$ cat src/rtl/axi_lite_mbox_hub.sv
// axi_lite_mbox_hub: NUM_CH independent 32-bit FIFO mailboxes of DEPTH entries
// behind a single AXI-Lite slave port, one interrupt line per channel.
// Optional feature: define MBOX_HUB_ERRCNT_EN to add per-channel 16-bit
// saturating overflow/underflow counters at offset 0x18.
module axi_lite_mbox_hub #(
    parameter int NUM_CH     = 4,
    parameter int DEPTH      = 8,
    parameter int ADDR_WIDTH = 32
) (
    input  logic                  clk_i,
    input  logic                  rst_i,
    input  logic [ADDR_WIDTH-1:0] aw_addr_i,
    input  logic                  aw_valid_i,
    output logic                  aw_ready_o,
    input  logic [31:0]           w_data_i,
    input  logic [3:0]            w_strb_i,
    input  logic                  w_valid_i,
    output logic                  w_ready_o,
    output logic [1:0]            b_resp_o,
    output logic                  b_valid_o,
    input  logic                  b_ready_i,
    input  logic [ADDR_WIDTH-1:0] ar_addr_i,
    input  logic                  ar_valid_i,
    output logic                  ar_ready_o,
    output logic [31:0]           r_data_o,
    output logic [1:0]            r_resp_o,
    output logic                  r_valid_o,
    input  logic                  r_ready_i,
    output logic [NUM_CH-1:0]     irq_o
);
    localparam int              PW          = $clog2(DEPTH);
    localparam int              LW          = PW + 1;
    localparam logic [LW-1:0]   DEPTH_L     = LW'(DEPTH);
    localparam logic [4:0]      NUM_CH_L    = 5'(NUM_CH);
    localparam logic [1:0]      RESP_OKAY   = 2'b00;
    localparam logic [1:0]      RESP_SLVERR = 2'b10;
    localparam logic [1:0]      RESP_DECERR = 2'b11;
    // Word offsets (addr[7:2]) of the per-channel registers.
    localparam logic [5:0]      OFF_DATA    = 6'h00;
    localparam logic [5:0]      OFF_STATUS  = 6'h01;
    localparam logic [5:0]      OFF_THRESH  = 6'h02;
    localparam logic [5:0]      OFF_IRQ_EN  = 6'h03;
    localparam logic [5:0]      OFF_PEND    = 6'h04;
    localparam logic [5:0]      OFF_CTRL    = 6'h05;
    localparam logic [5:0]      OFF_ERRCNT  = 6'h06;

    typedef enum logic [1:0] {ST_IDLE, ST_WRESP, ST_RRESP} state_e;
    state_e state_q, state_d;

    logic [31:0]       mem_q    [NUM_CH][DEPTH];
    logic [PW-1:0]     wptr_q   [NUM_CH], wptr_d   [NUM_CH];
    logic [PW-1:0]     rptr_q   [NUM_CH], rptr_d   [NUM_CH];
    logic [LW-1:0]     level_q  [NUM_CH], level_d  [NUM_CH];
    logic [7:0]        thresh_q [NUM_CH], thresh_d [NUM_CH];
    logic [1:0]        irq_en_q [NUM_CH], irq_en_d [NUM_CH];
    logic [1:0]        pend_q   [NUM_CH], pend_d   [NUM_CH];
    logic [1:0]        clr      [NUM_CH];
    logic [NUM_CH-1:0] irq_q, push, pop, flush, data_err, thr_hit;
    logic [1:0]        b_resp_q, r_resp_q, wr_resp, rd_resp;
    logic [31:0]       r_data_q, rd_data;
    logic              wr_go, rd_go, wr_ok, rd_ok;
    logic [3:0]        wr_ch, rd_ch;
    logic [5:0]        wr_off, rd_off;
    logic              unused_bits;

    // Handshakes: a write needs AW and W together and wins over a read.
    assign wr_go      = (state_q == ST_IDLE) && aw_valid_i && w_valid_i && !rst_i;
    assign rd_go      = (state_q == ST_IDLE) && ar_valid_i && !(aw_valid_i && w_valid_i) && !rst_i;
    assign aw_ready_o = wr_go;
    assign w_ready_o  = wr_go;
    assign ar_ready_o = rd_go;

    assign wr_ch  = aw_addr_i[11:8];
    assign wr_off = aw_addr_i[7:2];
    assign rd_ch  = ar_addr_i[11:8];
    assign rd_off = ar_addr_i[7:2];
    assign wr_ok  = ({1'b0, wr_ch} < NUM_CH_L);
    assign rd_ok  = ({1'b0, rd_ch} < NUM_CH_L);

    assign unused_bits = ^{w_strb_i, aw_addr_i[ADDR_WIDTH-1:12], aw_addr_i[1:0],
                           ar_addr_i[ADDR_WIDTH-1:12], ar_addr_i[1:0]};

    assign b_resp_o = b_resp_q;
    assign r_resp_o = r_resp_q;
    assign r_data_o = r_data_q;
    assign irq_o    = irq_q;

`ifdef MBOX_HUB_ERRCNT_EN
    logic [15:0] errcnt_q [NUM_CH], errcnt_d [NUM_CH];

    // Error counters: any write clears, DATA errors increment up to saturation
    always_comb begin
        for (int c = 0; c < NUM_CH; c++) begin
            errcnt_d[c] = errcnt_q[c];
            if (wr_go && wr_ok && wr_ch == 4'(c) && wr_off == OFF_ERRCNT)
                errcnt_d[c] = '0;
            else if (data_err[c] && errcnt_q[c] != 16'hFFFF)
                errcnt_d[c] = errcnt_q[c] + 16'd1;
        end
    end

    // Error counter registers
    always_ff @(posedge clk_i) begin
        for (int c = 0; c < NUM_CH; c++)
            errcnt_q[c] <= rst_i ? 16'h0000 : errcnt_d[c];
    end
`endif

    // FSM next state and response-valid outputs
    always_comb begin
        // NOTE: every output of a combinational block gets a default first, so no latch is inferred.
        state_d   = state_q;
        b_valid_o = 1'b0;
        r_valid_o = 1'b0;
        case (state_q)
            ST_IDLE: begin
                if (wr_go)      state_d = ST_WRESP;
                else if (rd_go) state_d = ST_RRESP;
            end
            ST_WRESP: begin
                b_valid_o = 1'b1;
                if (b_ready_i) state_d = ST_IDLE;
            end
            ST_RRESP: begin
                r_valid_o = 1'b1;
                if (r_ready_i) state_d = ST_IDLE;
            end
            default: state_d = ST_IDLE;
        endcase
    end

    // Register decode, responses and per-channel next state
    always_comb begin
        wr_resp  = RESP_DECERR;
        rd_resp  = RESP_DECERR;
        rd_data  = '0;
        push     = '0;
        pop      = '0;
        flush    = '0;
        data_err = '0;
        thr_hit  = '0;
        for (int c = 0; c < NUM_CH; c++) begin
            clr[c]      = 2'b00;
            wptr_d[c]   = wptr_q[c];
            rptr_d[c]   = rptr_q[c];
            level_d[c]  = level_q[c];
            thresh_d[c] = thresh_q[c];
            irq_en_d[c] = irq_en_q[c];

            if (wr_ok && wr_ch == 4'(c)) begin
                wr_resp = RESP_OKAY;
                case (wr_off)
                    OFF_DATA: begin
                        if (level_q[c] == DEPTH_L) begin
                            wr_resp     = RESP_SLVERR;
                            data_err[c] = wr_go;
                        end else begin
                            push[c] = wr_go;
                        end
                    end
                    OFF_STATUS, OFF_ERRCNT: ;
                    OFF_THRESH: if (wr_go) thresh_d[c] = w_data_i[7:0];
                    OFF_IRQ_EN: if (wr_go) irq_en_d[c] = w_data_i[1:0];
                    OFF_PEND:   if (wr_go) clr[c] = w_data_i[1:0];
                    OFF_CTRL:   flush[c] = wr_go && w_data_i[0];
                    default:    wr_resp = RESP_DECERR;
                endcase
            end

            if (rd_ok && rd_ch == 4'(c)) begin
                rd_resp = RESP_OKAY;
                case (rd_off)
                    OFF_DATA: begin
                        if (level_q[c] == '0) begin
                            rd_resp     = RESP_SLVERR;
                            data_err[c] = rd_go;
                        end else begin
                            rd_data = mem_q[c][rptr_q[c]];
                            pop[c]  = rd_go;
                        end
                    end
                    OFF_STATUS: rd_data = {8'h00, 8'(level_q[c]), 14'h0000,
                                           level_q[c] == DEPTH_L, level_q[c] == '0};
                    OFF_THRESH: rd_data = {24'h0, thresh_q[c]};
                    OFF_IRQ_EN: rd_data = {30'h0, irq_en_q[c]};
                    OFF_PEND:   rd_data = {30'h0, pend_q[c]};
                    OFF_CTRL:   ;
                    OFF_ERRCNT: begin
`ifdef MBOX_HUB_ERRCNT_EN
                        rd_data = {16'h0, errcnt_q[c]};
`endif
                    end
                    default:    rd_resp = RESP_DECERR;
                endcase
            end

            if (flush[c]) begin
                wptr_d[c]  = '0;
                rptr_d[c]  = '0;
                level_d[c] = '0;
            end else if (push[c]) begin
                wptr_d[c]  = wptr_q[c] + PW'(1);
                level_d[c] = level_q[c] + LW'(1);
            end else if (pop[c]) begin
                rptr_d[c]  = rptr_q[c] + PW'(1);
                level_d[c] = level_q[c] - LW'(1);
            end

            // Set conditions use the post-update level so a reaching push flags at its own edge.
            thr_hit[c] = (thresh_d[c] != 8'h00) && (8'(level_d[c]) >= thresh_d[c]);
            pend_d[c]  = (pend_q[c] & ~clr[c]) | {data_err[c], thr_hit[c]};
        end
    end

    // FSM state register
    always_ff @(posedge clk_i) begin
        // NOTE: sequential state uses nonblocking assignments so all flops see pre-edge values.
        if (rst_i) state_q <= ST_IDLE;
        else       state_q <= state_d;
    end

    // Channel control registers, responses and registered interrupts
    always_ff @(posedge clk_i) begin
        if (rst_i) begin
            for (int c = 0; c < NUM_CH; c++) begin
                wptr_q[c]   <= '0;
                rptr_q[c]   <= '0;
                level_q[c]  <= '0;
                thresh_q[c] <= '0;
                irq_en_q[c] <= '0;
                pend_q[c]   <= '0;
            end
            irq_q    <= '0;
            b_resp_q <= RESP_OKAY;
            r_resp_q <= RESP_OKAY;
            r_data_q <= '0;
        end else begin
            for (int c = 0; c < NUM_CH; c++) begin
                wptr_q[c]   <= wptr_d[c];
                rptr_q[c]   <= rptr_d[c];
                level_q[c]  <= level_d[c];
                thresh_q[c] <= thresh_d[c];
                irq_en_q[c] <= irq_en_d[c];
                pend_q[c]   <= pend_d[c];
                irq_q[c]    <= |(pend_q[c] & irq_en_q[c]);
            end
            if (wr_go) b_resp_q <= wr_resp;
            if (rd_go) begin
                r_data_q <= rd_data;
                r_resp_q <= rd_resp;
            end
        end
    end

    // FIFO storage array
    always_ff @(posedge clk_i) begin
        // NOTE: storage has no reset; level and pointers alone decide which entries are valid.
        for (int c = 0; c < NUM_CH; c++)
            if (push[c]) mem_q[c][wptr_q[c]] <= w_data_i;
    end

endmodule

$ cat config.mk
export PLATFORM = sky130hd
export DESIGN_NAME = axi_lite_mbox_hub
export DESIGN_NICKNAME = d
export VERILOG_FILES = /design/src/rtl/axi_lite_mbox_hub.sv
export SDC_FILE = /design/constraint.sdc
export NUM_CORES = 1
export LEC_CHECK = 0
export CORE_MARGIN = 3
export CORE_UTILIZATION = 25
export DETAILED_ROUTE_END_ITERATION = 16
export PLACE_DENSITY = 0.4
export SYNTH_ARGS = -nofsm -noshare
export SYNTH_HDL_FRONTEND = slang
export SYNTH_SLANG_ARGS = --single-unit
export TNS_END_PERCENT = 10
$ cat constraint.sdc
create_clock -name clk_i -period 9.2 [get_ports clk_i]
set_input_delay 0.92 -clock clk_i [delete_from_list [all_inputs] [get_ports clk_i]]
set_output_delay 0.92 -clock clk_i [all_outputs]
set_load 0.005 [all_outputs]
# After elaboration in Yosys (flattened, before gate mapping)
# Memories as Yosys holds them, arrays and structs flattened.
# Index checks and enable logic that the tools add are counted.
# Widths: inputs -> output; s select.
dict set report totals {
  register_bits 42
  ram_bits 1112
  in_bits 107
  elab_cells 392
  mem_count 7
}
dict set report op_classes {
  addsub 16
  n_lt_le_gt_ge 18
  n_eq_ne 27
  mux 222
  bitwise_logic 48
  n_reduce_logical 49
}
# name depth word_bits read_ports rd_clocked_by_memory_dff write_ports line
set memory_table {}
lappend memory_table {mem_q 4 256 4 0 1 50} ;# logic [31:0] mem_q [NUM_CH][DEPTH];
lappend memory_table {thresh_q 4 8 4 0 4 54} ;# logic [7:0] thresh_q [NUM_CH], thresh_d [NUM_CH];
lappend memory_table {level_q 4 4 4 0 4 53} ;# logic [LW-1:0] level_q [NUM_CH], level_d [NUM_CH];
lappend memory_table {rptr_q 4 3 4 0 4 52} ;# logic [PW-1:0] rptr_q [NUM_CH], rptr_d [NUM_CH];
lappend memory_table {wptr_q 4 3 4 0 4 51} ;# logic [PW-1:0] wptr_q [NUM_CH], wptr_d [NUM_CH];
lappend memory_table {irq_en_q 4 2 4 0 4 55} ;# logic [1:0] irq_en_q [NUM_CH], irq_en_d [NUM_CH];
lappend memory_table {{+1 memories} - - - - - -}
# cell n
set op_table {}
lappend op_table {{$mux 256} 10}
lappend op_table {{$reduce_or 256->1} 3}
lappend op_table {{$mux 32} 20}
lappend op_table {{$pmux 32 s5} 4}
lappend op_table {{$bmux 32 s3} 4}
lappend op_table {{$demux 32 s3} 4}
lappend op_table {{$mux 8} 16}
lappend op_table {{$mux 2} 49}
lappend op_table {{$mux 3} 28}
lappend op_table {{$mux 4} 16}
lappend op_table {{$mux 1} 62}
lappend op_table {{$eq 6x3->1 const B} 6}
lappend op_table {{$ge 4x4->1 const B} 8}
lappend op_table {{$ge 4x8->1} 4}
lappend op_table {{$not 3->4} 8}
lappend op_table {{$pmux 2 s2} 8}
lappend op_table {{$reduce_bool 8->1} 4}
lappend op_table {{$add 3x1->3 const B} 8}
lappend op_table {{$eq 6x2->1 const B} 4}
lappend op_table {{$logic_and 1x1->1} 24}
lappend op_table {{$logic_not 4->1} 6}
lappend op_table {{$or 1x1->1} 24}
lappend op_table {{$add 4x1->4 const B} 4}
lappend op_table {{$and 2x2->2} 8}
lappend op_table {{20 further kinds} 48}

# Longest topological paths before layout
# Gate-level depths: netlist (run 1).
dict set report depth {
  depth_word 16
  depth_mapped 16
  depth_no_buf 15
}

# Worst setup path before layout (run 1)
# Ideal clock, no wire load.
dict set report synth_timing {
  path_kind {input to register}
  startpoint {input aw_addr_i[7]}
  endpoint {memory mem_q[3][224] (netlist name), enable pin}
  setup_ns 0.501
  arrival_ns 5.638
  required_time_ns 8.699
  path_slack_ns 3.060
  stages 7
  path_cell_list {or3_1 -> clkbuf_2 -> or3_1 -> buf_6 -> or4_4 -> buf_6 -> nor4_1}
}
dict set report synth_via {
  elab_chain_len 9
  elab_cells_between_ends 26
}
# element line
set synth_lines {}
lappend synth_lines {{from (decl)} 12} ;# input logic [ADDR_WIDTH-1:0] aw_addr_i,
lappend synth_lines {{$logic_not 6->1 *} 152} ;# case (wr_off)
lappend synth_lines {{$mux 1} 152}
lappend synth_lines {{$mux 1} 150} ;# if (wr_ok && wr_ch == 4'(c)) begin
lappend synth_lines {{$mux 1} 259} ;# if (push[c]) mem_q[c][wptr_q[c]] <= w_data_i;
lappend synth_lines {{$mux 256 (implied by the code)} 259}
lappend synth_lines {{$reduce_or 256->1 (no source line)} -}
lappend synth_lines {{$mux 2 (no source line) or $mux 256 (tied branches) (3 in series)} -}
lappend synth_lines {{to (decl)} 50}
# Every way passes the cells marked *; elsewhere a longest branch is shown, timed or not.

# Worst setup path after layout (run 1)
dict set report layout_timing {
  startpoint {input aw_valid_i}
  endpoint {output ar_ready_o}
}
dict set report layout_via {
  elab_chain_len 4
}
# element line
set layout_lines {}
lappend layout_lines {{from (decl)} 13} ;# input logic aw_valid_i,
lappend layout_lines {{$logic_and 1x1->1} 68} ;# assign rd_go = (state_q == ST_IDLE) && ar_valid_i && !(aw_valid_i && w_valid_i) && !rst_i;
lappend layout_lines {{$logic_not 1->1} 68}
lappend layout_lines {{$logic_and 1x1->1 (2 in series)} 68}
lappend layout_lines {{to (decl)} 24} ;# output logic ar_ready_o,
# No other way between the ends.

==> flow_summary.yaml, run 1 <==
die:
  chipWidth_um: 434
  core_area_mm2: 0.182
  floorplan.die.height_um: 434
  die_area_mm2: 0.189
  ios: 152
  start_util_pct: 25.3
  rows: 156
synthesis:
  mappedNetlistNets: 2617
  syn_area_mm2: 0.0459
  synthDistinctLibCells: 70
  async_flop_share_pct: 0
  ff_latch_count_synth: 1154
  synthFlopType: "sky130_fd_sc_hd__edfxtp_1"
  synth_cells: 2478
  yosys_warnings: 0
  syn_avg_cell_area_um2: 18.5
  yosysSeqAreaShare_pct: 72.7
  synth_edf_count: 1024
global_routing:
  globalRouteOverflowTotal: 0
  grt_first_pass_wirelength_um: 189000
  grt_start_max_net_pins: 56
  number_of_global_route_vias_before_repair: 25600
  antenna_found_initial: 1
  groute.usage.overall_pct: 14.0
clock_network:
  clock_tree.buffer_depth: 3
  cts_hold_buf: 0
  postCtsSetupRepairBufs: 0
  worst_setup_hold_path_clk_slew_ps: 60
  worst_skew_pair.late_latency_ps: 750
  cts_root_buf: "sky130_fd_sc_hd__clkbuf_16"
  cts_repair_resize_count: 0
  tritoncts: "done"
  cts.htree.levels: 4
  cts-buffers-inserted: 130
  cts_num_sinks: 1154
final_layout:
  area_delta_synth_final_pct: 18.1
  final_common_cell: "sky130_fd_sc_hd__edfxtp_1"
  finalNetCount: 2801
  highest_count_cells_in_the_layout_ignoring_fill_and_taps: "sky130_fd_sc_hd__edfxtp_1 (1024), sky130_fd_sc_hd__mux4_2 (255), sky130_fd_sc_hd__clkbuf_16 (135)"
  post_route_cells_drive_above_1_share_pct: 21.9
  finish.instance_area_mm2: 0.0542
sta:
  max_slew.worst_pin.slew_ps: 1260
  finalHoldViolations: 0
  tns_ps: 0
  rsz0062_at_grt: "false"
  timing.fmax_mhz: 236
  final_period_minus_worst_setup_slack_ps: 4240
  worst_skew_ps: 17.2
  setup_violation_total_in_the_final_timing_report: 0
  timing_max_transition_violations_final: 0
  post-route-period-util_pct: 46.1
  timing.slew.headroom_pct: 15.8
placement:
  numPortBuffers: 103
  place_area_mm2: 0.0502
  hpwlAfterDp_um: 78600
  gp_congestion: 0.843
setup_path:
  criticalPathCategory: "primary input to output pin"
  critical_path_required_ps: 8280
  cp-end-kind: "output pin"
  worstPathArrival_ps: 3320
  setup.worst_path.start_class: "primary input"
  maximum_fanout_count_along_the_critical_path: 18
route:
  drt_first_iter_violations: 1915
  drt-vias-per-instance: 4.72
  drt.antenna.violating_nets: 0
  finalWirelength_um: 132000
  vias: 24200
  detailedRoute.firstPassIterationCount: 6
  drcViolationCount: 0
  wl_per_cell_um: 25.7
power:
  p_clk_share_pct: 45.4
  p_leak_nw: 16.1
  seqPwrFrac_pct: 52.9
  power-per-cell-area_mw_per_mm2: 199
  max-vdd-ir-drop_uv: 162
  netSwitchingFraction_pct: 20.5
  switchingPower_mw: 2.22
  internal_power_summed_over_all_cells_mw: 8.59
  comb_power_share_pct: 1.8
outcome:
  outcome: "complete, no violations"
worst_hold_path:
  min-delay-path-class: "register to register"
flow_run:
  cap_violations: 0
[critical path, stage by stage]
cell                              delay [ps]
sky130_fd_sc_hd__clkdlybuf4s50_1         450
sky130_fd_sc_hd__a21boi_0                320
sky130_fd_sc_hd__nand2_1                 520
sky130_fd_sc_hd__inv_2                   520
sky130_fd_sc_hd__clkdlybuf4s50_1         590
[Yosys cell counts (4+ instances only)]
cell / count / area [um^2]
sky130_fd_sc_hd__inv_1: 13 / 48.8
sky130_fd_sc_hd__nor4_1: 16 / 100
sky130_fd_sc_hd__nor4_4: 4 / 85.1
sky130_fd_sc_hd__a22o_1: 6 / 52.6
sky130_fd_sc_hd__nor3b_1: 9 / 67.6
sky130_fd_sc_hd__o32ai_1: 7 / 61.3
sky130_fd_sc_hd__nor2_1: 131 / 492
sky130_fd_sc_hd__mux2i_1: 128 / 1280
sky130_fd_sc_hd__a22oi_1: 25 / 188
sky130_fd_sc_hd__a211oi_1: 10 / 75.1
sky130_fd_sc_hd__buf_1: 17 / 63.8
sky130_fd_sc_hd__xor2_1: 16 / 140
sky130_fd_sc_hd__o21ai_0: 47 / 235
sky130_fd_sc_hd__xnor2_1: 11 / 96.3
sky130_fd_sc_hd__mux4_2: 255 / 5740
sky130_fd_sc_hd__clkbuf_1: 80 / 300
sky130_fd_sc_hd__or3_1: 8 / 50.1
sky130_fd_sc_hd__a21oi_1: 62 / 310
sky130_fd_sc_hd__nand3_1: 35 / 175
sky130_fd_sc_hd__nand2_1: 127 / 477
sky130_fd_sc_hd__o221ai_1: 24 / 210
sky130_fd_sc_hd__dfxtp_1: 130 / 2600
sky130_fd_sc_hd__o22ai_1: 34 / 213
sky130_fd_sc_hd__o31ai_1: 4 / 30.0
sky130_fd_sc_hd__a21o_1: 4 / 30.0
sky130_fd_sc_hd__buf_2: 29 / 145
sky130_fd_sc_hd__and3b_1: 4 / 35.0
sky130_fd_sc_hd__o211ai_1: 4 / 30.0
sky130_fd_sc_hd__nand2b_1: 18 / 113
sky130_fd_sc_hd__edfxtp_1: 1024 / 30700
sky130_fd_sc_hd__mux2_2: 27 / 304
sky130_fd_sc_hd__ha_1: 32 / 400
sky130_fd_sc_hd__a221oi_1: 6 / 52.6
sky130_fd_sc_hd__nor3_1: 30 / 150
sky130_fd_sc_hd__or3b_2: 5 / 43.8
sky130_fd_sc_hd__nor2b_1: 10 / 62.6
sky130_fd_sc_hd__o41ai_1: 5 / 43.8
sky130_fd_sc_hd__and3_1: 11 / 68.8
sky130_fd_sc_hd__and2_1: 9 / 56.3
sky130_fd_sc_hd__a31oi_1: 11 / 68.8
[cell families after synthesis]
family	Yosys count	share of synthesized area [%]
AO/OA/AOI/OAI	267	3.80
buffers and inverters	144	1.30
flip-flops	1154	72.7
adder cells (fa/ha/maj)	32	0.872
XOR/XNOR	27	0.515
multiplexers	410	16.0
AND/OR/NAND/NOR	444	4.88
[through the flow]
stage          hold slack [ps]  instances  setup slack, ps  total power, mW  util (%)
6_report                   454       5130             4960             10.8      29.9
5_1_grt                    436       5129             4770             11.2      29.9
4_1_cts                    380       5129             4960             11.0      29.9
3_5_place_dp               450       4900             4370             6.01      27.6
3_3_place_gp               444       4900             4360             6.01      27.6
2_1_floorplan              439       2478             3060             5.86         -
[layer usage]
layer  global-route usage (%)  vias up  wire length [um]
met5                        0        -                 0
met4                     4.09        0              2920
met3                     2.03      181              4660
met2                     23.2      562             64100
met1                     19.0    13000             60100
li1                         -    10500                 -
[registers in the layout (all words and copies together), names as in the netlist]
register  flops
state_q       2
wptr_q       12
irq_en_q      8
mem_q      1024
irq_o         4
r_data_o     32
r_resp_o      2
level_q      16
b_resp_o      2
thresh_q     32
rptr_q       12
pend_q        8
[final timing paths]
kind	start	to	slack, ps	cells after the start
hold / removal	r_data_o[8]	r_data_o[8]	450	2
setup reg to reg	level_q[3][1]	pend_q[3][0]	5080	15
hold reg to reg	r_data_o[8]	r_data_o[8]	450	2
setup / recovery	aw_valid_i	ar_ready_o	4960	5
[cell type report]
cell class | count | area, um^2
fillers | 17800 | 127000
flip-flops and latches | 1154 | 33400
multi-input cells | 1180 | 12200
clock buffers | 176 | 3600
well taps | 2370 | 2970
repair buffers | 182 | 1610
clock inverters | 53 | 409
inverters | 14 | 52.6
diodes | 1 | 2.50
[power groups by stage]
stage	Clock [mW]	Sequential [mW]	Combinational, mW
2_1_floorplan	0	5.82	0.0437
3_3_place_gp	0	5.82	0.187
3_5_place_dp	0	5.82	0.195
4_1_cts	5.07	5.71	0.195
5_1_grt	5.26	5.71	0.208
6_report	4.90	5.71	0.191
Power figures use the tool's default switching activity.
==> run 2, diff against run 1 <==
Clock period 9.2 ns to 4.3 ns, I/O delays scaled along.
==> flow_summary.yaml, run 2 (same netlist as run 1, synthesis figures left out) <==
global_routing:
  grt_start_max_net_pins: 59
  number_of_global_route_vias_before_repair: 25800
  groute.usage.overall_pct: 13.9
  globalRouteOverflowTotal: 0
  grt_first_pass_wirelength_um: 189000
  antenna_found_initial: 4
route:
  wl_per_cell_um: 25.4
  drcViolationCount: 0
  detailedRoute.firstPassIterationCount: 5
  drt_first_iter_violations: 2026
  drt-vias-per-instance: 4.70
  vias: 24400
  finalWirelength_um: 132000
  drt.antenna.violating_nets: 0
sta:
  worst_skew_ps: 27.9
  final_period_minus_worst_setup_slack_ps: 3360
  timing.slew.headroom_pct: 14.9
  rsz0062_at_grt: "false"
  setup_violation_total_in_the_final_timing_report: 0
  finalHoldViolations: 0
  post-route-period-util_pct: 78.1
  max_slew.worst_pin.slew_ps: 1270
  tns_ps: 0
  timing_max_transition_violations_final: 0
  timing.fmax_mhz: 298
clock_network:
  postCtsSetupRepairBufs: 0
  worst_skew_pair.late_latency_ps: 750
  cts.htree.levels: 4
  cts_hold_buf: 0
  cts-buffers-inserted: 130
  cts_num_sinks: 1154
  cts_repair_resize_count: 0
  clock_tree.buffer_depth: 3
  worst_setup_hold_path_clk_slew_ps: 60
  cts_root_buf: "sky130_fd_sc_hd__clkbuf_16"
  tritoncts: "done"
final_layout:
  num-fill-cells: 17700
  finish.instance_area_mm2: 0.0549
  final_common_cell: "sky130_fd_sc_hd__edfxtp_1"
  finalNetCount: 2850
  area_delta_synth_final_pct: 19.6
  post_route_cells_drive_above_1_share_pct: 23.3
  finish.cell_count_without_fillers: 5186
  highest_count_cells_in_the_layout_ignoring_fill_and_taps: "sky130_fd_sc_hd__edfxtp_1 (1024), sky130_fd_sc_hd__mux4_2 (255), sky130_fd_sc_hd__clkbuf_16 (134)"
  largest_register_ffs: 1024
setup_path:
  worstPathArrival_ps: 3960
  critical-path-top-delay-family: "simple AND/OR/NAND/NOR gates"
  criticalPathCategory: "register to register"
  critical_path_required_ps: 4900
  path_buf_inv: 0
  cp-end-kind: "register"
  maximum_fanout_count_along_the_critical_path: 8
  timing.critical_path.slowest_stage_cell: "sky130_fd_sc_hd__or4_4"
  crit_path_cell_chain: "or3_4 > or3_1 > or4_4 > o21ai_1 > nor3_1 > ha_1 > a21o_1 > a21oi_1 > nor2b_1 > o221ai_1 > a21oi_1"
  worst-r2r-setup-slack_ps: 940
  setup.worst_path.start_class: "register"
  critical_path.most_common_cell: "sky130_fd_sc_hd__a21oi_1"
  cp_slowest_stage_delay_ps: 670
die:
  rows: 156
  die_area_mm2: 0.189
  ios: 152
  start_util_pct: 25.3
  chipWidth_um: 434
  core_area_mm2: 0.182
  floorplan.die.height_um: 434
flow_run:
  cap_violations: 0
placement:
  numPortBuffers: 103
  place_area_mm2: 0.0509
  gp_congestion: 0.843
  hpwlAfterDp_um: 81200
  placed_cells_incl_taps: 4949
power:
  power-per-cell-area_mw_per_mm2: 421
  max-vdd-ir-drop_uv: 337
  p_leak_nw: 16.5
outcome:
  outcome: "complete, no violations"
worst_hold_path:
  min-delay-path-class: "primary input to register"
run 2: cell count changes in the layout (fill, tap and decap cells not counted), moves of 6 or more:
cell                       delta
sky130_fd_sc_hd__buf_12      +25
sky130_fd_sc_hd__clkbuf_1     -6
sky130_fd_sc_hd__clkinv_2    +10
sky130_fd_sc_hd__buf_4       +24
sky130_fd_sc_hd__clkinv_1     +8
run 2: worst paths after layout:
check             cells after the start      endpoint          from
hold reg to reg                       2  r_data_o[11]  r_data_o[11]
setup reg to reg                     11  pend_q[3][0]    state_q[0]
setup / recovery                     11  pend_q[3][0]    state_q[0]
hold / removal                        4    state_q[0]         rst_i
run 2: metal layers:
layer  track usage (%)  vias up  wire length [um]
met5                 0        -                 0
met4              3.92        0              3080
met3              2.24      178              5400
met1              18.8    13000             59200
met2              23.1      588             63900
li1                  -    10600                 -
run 2: final cells by class:
type / count / area (um^2) / share of cell area, %
Multi-Input combinational cell: 1180 / 12200 / 22.2
Clock buffer: 167 / 3530 / 6.43
Sequential cell: 1154 / 33400 / 60.8
Tap cell: 2370 / 2970 / 5.40
Antenna cell: 1 / 2.50 / 0.00456
Clock inverter: 69 / 478 / 0.871
Timing Repair Buffer: 231 / 2290 / 4.17
Inverter: 14 / 52.6 / 0.0957
run 2: worst reg2reg max path, stage by stage, from the launching register on:
cell,delay (ps)
sky130_fd_sc_hd__dfxtp_1,370
sky130_fd_sc_hd__or3_4,440
sky130_fd_sc_hd__or3_1,490
sky130_fd_sc_hd__or4_4,670
sky130_fd_sc_hd__o21ai_1,200
sky130_fd_sc_hd__nor3_1,70
sky130_fd_sc_hd__ha_1,300
sky130_fd_sc_hd__a21o_1,160
sky130_fd_sc_hd__a21oi_1,150
sky130_fd_sc_hd__nor2b_1,70
sky130_fd_sc_hd__o221ai_1,180
sky130_fd_sc_hd__a21oi_1,100
run 2: per-stage QoR:
| step | setup WS [ps] | utilization [%] | total power, mW | hold WS, ps |
|---|---|---|---|---|
| floorplan | -896 | - | 12.5 | 439 |
| global placement | 448 | 28.0 | 12.9 | 458 |
| detailed placement | 399 | 28.0 | 12.9 | 459 |
| CTS | 923 | 30.2 | 23.5 | 12.4 |
| global route | 625 | 30.2 | 23.9 | 69.8 |
| finish | 940 | 30.2 | 23.1 | 87.3 |
run 2: power by group:
group	switching [mW]	internal (mW)	leakage, nW	total (mW)
combinational	0.297	0.120	4.24	0.417
clock	4.49	5.99	1.96	10.5
sequential	0.0158	12.2	10.3	12.2
